==> src/rtl/td4x_core.sv <==
// td4x_core: parametrised TD4-compatible CPU core.
//   Registers A/B, 1-bit carry flag and an output port register, all driven
//   through a single DW-bit adder (operand + Im, carry-in 0).
//   The instruction fetch is a req/ack handshake, so program memory may stall.
//   HALT stops the core until reset.
//
// Ports:
//   clk         rising-edge clock
//   rst         asynchronous active-high reset
//   imem_req    fetch request, high only while fetching
//   imem_addr   fetch address (PC)
//   imem_ack    fetch data valid; sampled only while imem_req is high
//   imem_data   instruction: [IW-1:IW-4] opcode, [DW-1:0] immediate
//   port_i      input port, read combinationally during execute
//   port_o      output port register
//   port_o_stb  one-cycle pulse after every OUT instruction
//   cf          carry flag
//   halted      core stopped by HALT
module td4x_core #(
  parameter int DW = 4,
  parameter int AW = 4,
  localparam int IW = 4 + DW
) (
  input  logic          clk,
  input  logic          rst,
  output logic          imem_req,
  output logic [AW-1:0] imem_addr,
  input  logic          imem_ack,
  input  logic [IW-1:0] imem_data,
  input  logic [DW-1:0] port_i,
  output logic [DW-1:0] port_o,
  output logic          port_o_stb,
  output logic          cf,
  output logic          halted
);

  typedef enum logic [1:0] {S_FETCH, S_EXEC, S_HALT} state_e;

  typedef enum logic [3:0] {
    OP_ADD_A  = 4'b0000,
    OP_MOV_AB = 4'b0001,
    OP_IN_A   = 4'b0010,
    OP_MOV_A  = 4'b0011,
    OP_MOV_BA = 4'b0100,
    OP_ADD_B  = 4'b0101,
    OP_IN_B   = 4'b0110,
    OP_MOV_B  = 4'b0111,
    OP_OUT_B  = 4'b1001,
    OP_OUT_IM = 4'b1011,
    OP_HALT   = 4'b1100,
    OP_JNC    = 4'b1110,
    OP_JMP    = 4'b1111
  } opcode_e;

  state_e        state_q, state_d;
  logic [AW-1:0] pc_q, pc_d;
  logic [DW-1:0] a_q, a_d;
  logic [DW-1:0] b_q, b_d;
  logic [DW-1:0] out_q, out_d;
  logic          cf_q, cf_d;
  logic          stb_q, stb_d;
  logic [IW-1:0] ir_q, ir_d;

  opcode_e       op;
  logic [DW-1:0] im;
  logic [DW-1:0] opnd;
  logic [DW-1:0] sum;
  logic          carry;
  logic [AW-1:0] jmp_tgt;

  assign op = opcode_e'(ir_q[IW-1:IW-4]);
  assign im = ir_q[DW-1:0];

  // Jump target is the immediate truncated or zero-extended to the PC width.
  if (AW <= DW) begin : g_tgt_trunc
    assign jmp_tgt = im[AW-1:0];
  end else begin : g_tgt_ext
    assign jmp_tgt = {{(AW - DW){1'b0}}, im};
  end

  // Adder operand; MOV-immediate, OUT Im and jumps add Im to zero.
  always_comb begin
    opnd = '0;
    case (op)
      OP_ADD_A, OP_MOV_BA:           opnd = a_q;
      OP_ADD_B, OP_MOV_AB, OP_OUT_B: opnd = b_q;
      OP_IN_A, OP_IN_B:              opnd = port_i;
      default:                       opnd = '0;
    endcase
  end

  assign {carry, sum} = {1'b0, opnd} + {1'b0, im};

  always_comb begin
    state_d = state_q;
    pc_d    = pc_q;
    a_d     = a_q;
    b_d     = b_q;
    out_d   = out_q;
    cf_d    = cf_q;
    stb_d   = 1'b0;
    ir_d    = ir_q;
    case (state_q)
      S_FETCH: begin
        if (imem_ack) begin
          ir_d    = imem_data;
          state_d = S_EXEC;
        end
      end
      S_EXEC: begin
        state_d = S_FETCH;
        pc_d    = pc_q + AW'(1);
        cf_d    = carry;
        case (op)
          OP_ADD_A, OP_MOV_A, OP_MOV_AB, OP_IN_A: a_d = sum;
          OP_ADD_B, OP_MOV_B, OP_MOV_BA, OP_IN_B: b_d = sum;
          OP_OUT_B, OP_OUT_IM: begin
            out_d = sum;
            stb_d = 1'b1;
          end
          OP_JMP: pc_d = jmp_tgt;
          OP_JNC: if (!cf_q) pc_d = jmp_tgt;
          OP_HALT: begin
            state_d = S_HALT;
            pc_d    = pc_q;
            cf_d    = cf_q;
          end
          default: cf_d = cf_q;
        endcase
      end
      S_HALT: state_d = S_HALT;
      default: state_d = S_FETCH;
    endcase
  end

  always_ff @(posedge clk or posedge rst) begin
    if (rst) begin
      state_q <= S_FETCH;
      pc_q    <= '0;
      a_q     <= '0;
      b_q     <= '0;
      out_q   <= '0;
      cf_q    <= 1'b0;
      stb_q   <= 1'b0;
      ir_q    <= '0;
    end else begin
      state_q <= state_d;
      pc_q    <= pc_d;
      a_q     <= a_d;
      b_q     <= b_d;
      out_q   <= out_d;
      cf_q    <= cf_d;
      stb_q   <= stb_d;
      ir_q    <= ir_d;
    end
  end

  assign imem_req   = (state_q == S_FETCH);
  assign imem_addr  = pc_q;
  assign port_o     = out_q;
  assign port_o_stb = stb_q;
  assign cf         = cf_q;
  assign halted     = (state_q == S_HALT);

endmodule

==> config.mk <==
export PLATFORM = sky130hd
export DESIGN_NAME = td4x_core
export DESIGN_NICKNAME = d
export VERILOG_FILES = /design/src/rtl/td4x_core.sv
export SDC_FILE = /design/constraint.sdc
export NUM_CORES = 1
export LEC_CHECK = 0
export CORE_MARGIN = 2
export CORE_UTILIZATION = 40
export CTS_BUF_LIST = sky130_fd_sc_hd__clkbuf_2
export DETAILED_ROUTE_END_ITERATION = 12
export GPL_TIMING_DRIVEN = 0
export PLACE_DENSITY = 0.68
export RECOVER_POWER = 100
export SETUP_SLACK_MARGIN = 0.1
export SYNTH_ARGS = -nofsm -noshare
export SYNTH_HDL_FRONTEND = slang
export SYNTH_SLANG_ARGS = --single-unit
export TNS_END_PERCENT = 20
==> constraint.sdc <==
create_clock -name clk -period 2.6 [get_ports clk]
set_clock_uncertainty 0.1 [all_clocks]
set_input_delay 0.39 -clock clk [delete_from_list [all_inputs] [get_ports clk]]
set_output_delay 0.39 -clock clk [all_outputs]
set_load 0.02 [all_outputs]
==> flow_summary.ini, run 1 <==
[placement]
dpl.hpwl_mm = 2.03
pre_cts_setup_slack_ps = -13.6
gp_routability_congestion = 0.852
buffers_added_on_ports = 26
place_area_um2 = 1720

[sta]
hold_slack_ps = 417
maxSlewViolCount = 0
post_layout_minimum_cycle_time_ps = 2370
timing_hold_violations_final = 0
final.setup.worst_slack_ps = 235
worst_slew_pin_slew_ps = 1040
max_clock_freq_mhz = 423
maxSlewHeadroom_pct = 30.4
finalCritPeriodShare_pct = 91.0
grt_setup_unrepaired = true
setup_total_negative_slack_ps = 0
setup_viol = 0

[global_route]
grt_start_max_net_pins = 29
antenna_found_initial = 0
grt_pass1_vias = 994
remaining_global_route_overflow = 0
grt.total_usage_pct = 15.1
grt_first_pass_wirelength_mm = 4.80

[yosys]
postSynthAreaPerCell_um2 = 11.5
synth_largest_type_area_fraction_pct = 50.1
post_synth_instance_area_um2 = 1400
largest_cells_by_area_after_synthesis = sky130_fd_sc_hd__dfrtp_1 (50%), sky130_fd_sc_hd__mux2_2 (13%), sky130_fd_sc_hd__ha_1 (4.5%)
synth.lib_cells_used.distinct = 32
syn-num-nets = 143
synthesized_instance_count = 122
synth-warning-count = 0
synth.largest_area_cell = sky130_fd_sc_hd__dfrtp_1
synth_seq_cells = 28
ys_seq_area_share_pct = 50.1

[worst_setup_path]
crit_type = flop to flop
ff2ff_path_depth = 10
crit_top_cell = sky130_fd_sc_hd__nand2_1
crit_start = ir_q[7]
worst-r2r-setup-slack_ps = 230
critical_path_arrival_ps = 2530
max_stage_delay_ps = 430
path_max_fanout = 10
r2r-end = b_q[3]
crit-reg2reg-launch = ir_q[7]
cp_cell_sequence = buf_4, nand2_1, nor3b_4, a22oi_1, nand2_1, ha_1, a21o_1, a21oi_1, xnor2_1, mux2_2
cp-start-kind = flop
slowest_stage = sky130_fd_sc_hd__dfrtp_1
timing.critical_path.to_type = flop
required_ps = 2770

[clocking]
cts_max_path_buffers = 2
cts_max_level = 1
clock_sinks = 28
ctsHoldBuffers = 0
tritoncts = done
number_of_buffers_inserted_during_clock_tree_synthesis = 3
clock_latency_ps = 340
cts_clk_pin_slew_worst_paths_ps = 230
ctsRootBufferMaster = sky130_fd_sc_hd__clkbuf_2

[drt]
detailedRoute.firstIterationViolations = 48
routed-wl-met2_mm = 1.25
met1Wirelength_mm = 1.24
dr_total_vias = 1011
detail_route.vias_per_cell = 5.11
final_antenna_net_count = 0
wl_mm = 2.64
routedWlPerCell_um = 13.3
routed-wl-met3_um = 131
first_pass_iters = 4
post-route-drc-count = 0
route.top_layer_used = met4

[job]
drv.max_cap_violation_count = 0

[floorplan]
placement_rows = 21
coreArea_um2 = 3340
die_area_um2 = 3990
die_w_um = 63.1
pin_count = 27
die_outline_height_um = 63.1
start_util_pct = 41.9

[worst_hold_path]
holdCritPathClass = flop to flop
worst_hold_path.num_cells = 2
min-delay-start = port_o[2]
whs_endpoint = port_o[2]

[final_layout]
syn_to_final_growth_pct = 24.9
num-nets-final = 175
final_core_util_pct = 52.3
final_layout_size_suffix_gt1_share_pct = 19.1
stdcell_area_um2 = 1750
diodes = 0

[pwr]
power.density_cell_area_nw_per_um2 = 1240
power_leakage_nw = 0.780
peakVddDrop_uv = 641

[status]
status = complete, no violations
## kinds of logic (layout without fill, tap and decap cells)
group,after synthesis,after routing,share of synthesized area [%]
compound gates,24,24,11.7
xor+xnor,2,2,1.25
fa+ha+maj,6,6,5.90
buf+inv,9,39,2.95
flops,28,28,50.1
mux,20,20,15.7
simple gates,33,33,12.3
## through the flow
stage | total power, mW | std cells
2_1_floorplan | 1.65 | 122
3_3_place_gp | 2.01 | 194
3_5_place_dp | 2.05 | 194
4_1_cts | 2.21 | 197
5_1_grt | 2.39 | 198
6_report | 2.17 | 198
## area by class of cell
| class | count | area (um2) |
|---|---|---|
| Multi-Input combinational cell | 85 | 662 |
| Timing Repair Buffer | 27 | 268 |
| Inverter | 5 | 18.8 |
| Clock buffer | 3 | 15.0 |
| Sequential cell | 28 | 702 |
| Tap cell | 46 | 57.6 |
| Buffer | 4 | 23.8 |
| Fill cell | 317 | 1590 |
## worst max path at each step
| stage | depth (start not counted) | slack, ps | end |
|---|---|---|---|
| global route | 10 | 40 | port_o[3] |
| CTS | 10 | 160 | b_q[3] |
| floorplan | 10 | 300 | a_q[3] |
| global placement | 10 | 30 | port_o[3] |
| finish | 10 | 230 | b_q[3] |
| detailed placement | 10 | -10 | b_q[3] |
## power by group
part           internal (mW)  leakage (nW)  switching, mW
logic                  0.588         0.437          0.642
registers              0.642         0.330          0.151
clock network         0.0314        0.0125          0.114
total                   1.26         0.780          0.908
## routing by layer
metal  vias to the layer above  track usage [%]
met2                        24             24.5
met1                       484             20.7
met5                         -                0
met3                         2             4.46
li1                        501                -
met4                         0             1.67
## state kept, by name (all words and copies together), names as in the netlist
name        flops
imem_addr       4
ir_q            8
b_q             4
cf              1
a_q             4
state_q         2
port_o_stb      1
port_o          4
## layout by cell type (no fill, tap or decap), types with 4 or more instances in the layout
master                             n
sky130_fd_sc_hd__a21oi_1           7
sky130_fd_sc_hd__a22oi_1           6
sky130_fd_sc_hd__clkbuf_2          4
sky130_fd_sc_hd__clkdlybuf4s50_1  13
sky130_fd_sc_hd__dfrtp_1          27
sky130_fd_sc_hd__dlygate4sd3_1    13
sky130_fd_sc_hd__ha_1              5
sky130_fd_sc_hd__inv_1             5
sky130_fd_sc_hd__mux2_2           16
sky130_fd_sc_hd__mux2i_1           4
sky130_fd_sc_hd__nand2_1          15
sky130_fd_sc_hd__nor2_1            5
sky130_fd_sc_hd__o21ai_0           5
## timing repair
| action | 4_1_cts | 5_1_grt |
|---|---|---|
| gates resized for setup | 2 | 5 |
| buffers inserted | 0 | 1 |
| setup endpoints to repair | 6 | 9 |
## critical path, delay by kind of cell (launching register included)
family          cells  cell delay [ps]
simple gates        3              480
flops               1              430
xor+xnor            1              130
buf+inv             1              170
compound gates      3              470
fa+ha+maj           1              240
mux                 1              280
## synthesized netlist by cell type
library cell	number
sky130_fd_sc_hd__dfrtp_1	28
sky130_fd_sc_hd__mux2_2	16
sky130_fd_sc_hd__nand2_1	15
sky130_fd_sc_hd__a21oi_1	6
sky130_fd_sc_hd__a22oi_1	6
sky130_fd_sc_hd__ha_1	5
sky130_fd_sc_hd__inv_1	5
sky130_fd_sc_hd__nor2_1	5
sky130_fd_sc_hd__o21ai_0	5
sky130_fd_sc_hd__mux2i_1	4
sky130_fd_sc_hd__a21o_1	2
sky130_fd_sc_hd__buf_2	2
sky130_fd_sc_hd__nor2b_1	2
sky130_fd_sc_hd__nor3b_1	2
sky130_fd_sc_hd__xnor2_1	2
sky130_fd_sc_hd__a21oi_4	1
sky130_fd_sc_hd__a31oi_1	1
sky130_fd_sc_hd__a41o_1	1
sky130_fd_sc_hd__and2_1	1
sky130_fd_sc_hd__and3_1	1
sky130_fd_sc_hd__buf_4	1
sky130_fd_sc_hd__clkbuf_2	1
sky130_fd_sc_hd__fa_1	1
sky130_fd_sc_hd__nand2b_1	1
sky130_fd_sc_hd__nand3_1	1
sky130_fd_sc_hd__nand3_2	1
sky130_fd_sc_hd__nand4b_1	1
sky130_fd_sc_hd__nor3_1	1
sky130_fd_sc_hd__nor3_2	1
sky130_fd_sc_hd__nor3b_2	1
sky130_fd_sc_hd__o311ai_0	1
sky130_fd_sc_hd__o31ai_1	1
Power figures use the tool's default switching activity.
==> inputs of run 2 (changes only) <==
- CAP_MARGIN: unset -> 20
- TNS_END_PERCENT: 20 -> 30
==> run 2 against run 1 <==
First-iteration DRC count rose by 8.3%. Utilization rose by 0.11 points. Register-to-register slack barely moved.
==> flow_summary.ini, run 2 (same netlist as run 1, synthesis figures left out) <==
[placement]
placedCellCount = 194
buffers_added_on_ports = 26
gp_routability_congestion = 0.852
dpl.hpwl_mm = 2.03

[final_layout]
num-nets-final = 176
diodes = 0
final_cell_mix = sky130_fd_sc_hd__dfrtp_1 (27), sky130_fd_sc_hd__mux2_2 (16), sky130_fd_sc_hd__nand2_1 (15)
stdcell_count = 199
syn_to_final_growth_pct = 25.1
mostFrequentLayoutCell = sky130_fd_sc_hd__dfrtp_1
filler_cell_count = 317
area_used_by_sequential_logic_in_the_layout_um2 = 702
final_core_util_pct = 52.5
register_with_the_highest_flop_count = ir_q
largest_register_ff_count = 8
final_layout_size_suffix_gt1_share_pct = 19.0
multi_input_comb_area_um2 = 662

[floorplan]
pin_count = 27
coreArea_um2 = 3340
die_outline_height_um = 63.1
placement_rows = 21
start_util_pct = 41.9
die_area_um2 = 3990
die_w_um = 63.1

[sta]
finalCritPeriodShare_pct = 90.9
post_layout_minimum_cycle_time_ps = 2360
worst_slew_pin_slew_ps = 734
timing_hold_violations_final = 0
setup_viol = 0
maxSlewViolCount = 0
setup_total_negative_slack_ps = 0
grt_setup_unrepaired = true
max_clock_freq_mhz = 423
maxSlewHeadroom_pct = 51.1
hold_slack_ps = 378

[global_route]
met2_usage_pct = 24.5
grt_start_max_net_pins = 29
grt_first_pass_wirelength_mm = 4.80
remaining_global_route_overflow = 0
grt_pass1_vias = 994
antenna_found_initial = 0
grt.total_usage_pct = 15.1
met3_usage_pct = 4.46
routing_usage_on_met1_pct = 20.7
busiest_layer = met2

[pwr]
power.density_cell_area_nw_per_um2 = 1240
power_leakage_nw = 0.781
peakVddDrop_uv = 643
p_total_mw = 2.17

[worst_setup_path]
required_ps = 2770
slowest_stage = sky130_fd_sc_hd__dfrtp_1
timing.critical_path.buf_inv = 1
cp-start-kind = flop
crit_top_cell = sky130_fd_sc_hd__nand2_1
max_stage_delay_ps = 430
cpLargestDelayFamily = simple AND/OR/NAND/NOR gates
crit_type = flop to flop
critical_path_arrival_ps = 2530
timing.critical_path.to_type = flop
path_max_fanout = 10
cp_cell_sequence = buf_4, nand2_1, nor3b_4, a22oi_1, nand2_1, ha_1, a21o_1, a21oi_1, xnor2_1, mux2_2

[drt]
detail_route.vias_per_cell = 5.05
post-route-drc-count = 0
wl_mm = 2.64
routedWlPerCell_um = 13.3
dr_total_vias = 1004
final_antenna_net_count = 0
detailedRoute.firstIterationViolations = 52
first_pass_iters = 4

[status]
status = complete, no violations

[clocking]
tritoncts = done
number_of_buffers_inserted_during_clock_tree_synthesis = 3
ctsRootBufferMaster = sky130_fd_sc_hd__clkbuf_2
clock_latency_ps = 340
cts_max_level = 1
clock_sinks = 28
cts_max_path_buffers = 2
cts_clk_pin_slew_worst_paths_ps = 230

[job]
drv.max_cap_violation_count = 0

[worst_hold_path]
holdCritPathClass = input pin to async pin
[run 2: path summary, 6_finish.rpt]
check / start / end / slack (ps) / cells after the start
worst max-delay path: ir_q[7] / b_q[3] / 240 / 10
worst min-delay path: rst / state_q[0] / 380 / 2
worst max register to register: ir_q[7] / b_q[3] / 240 / 10
worst min register to register: port_o[2] / port_o[2] / 420 / 2
max in group asynchronous: rst / port_o[2] / 1000 / 3
min in group clk: port_o[2] / port_o[2] / 420 / 2
[run 2: timing repair]
| item | CTS | global route |
|---|---|---|
| setup endpoints to repair | 6 | 9 |
| hold buffers | 0 | 0 |
| buffers inserted | 0 | 1 |
| gates resized for setup | 2 | 5 |
[run 2: layer usage]
layer | share of wire (%) | up-vias | wire length, um
li1 | - | 501 | -
met1 | 47 | 480 | 1250
met2 | 48 | 21 | 1270
met3 | 4.0 | 2 | 106
met4 | 0.68 | 0 | 18
met5 | 0 | - | 0
[run 2: layout make-up]
type	count	share of cell area (%)
sequential	28	40.1
tap	46	3.29
clock buffer	3	0.858
timing repair buffer	28	15.5
buffer	4	1.36
multi-input combinational	85	37.8
inverter	5	1.07
[run 2: report_power, final]
group          total (mW)  internal [mW]  switching, mW
clock network       0.147         0.0314          0.115
registers           0.791          0.642          0.149
logic                1.23          0.588          0.644
total                2.17           1.26          0.908
[run 2: metrics by stage]
step | area, um2 | setup WS, ps
6_report | 1750 | 237
5_1_grt | 1750 | 42.6
4_1_cts | 1740 | 157
3_5_place_dp | 1720 | -13.6
3_3_place_gp | 1720 | 32.3
2_1_floorplan | 1400 | 299
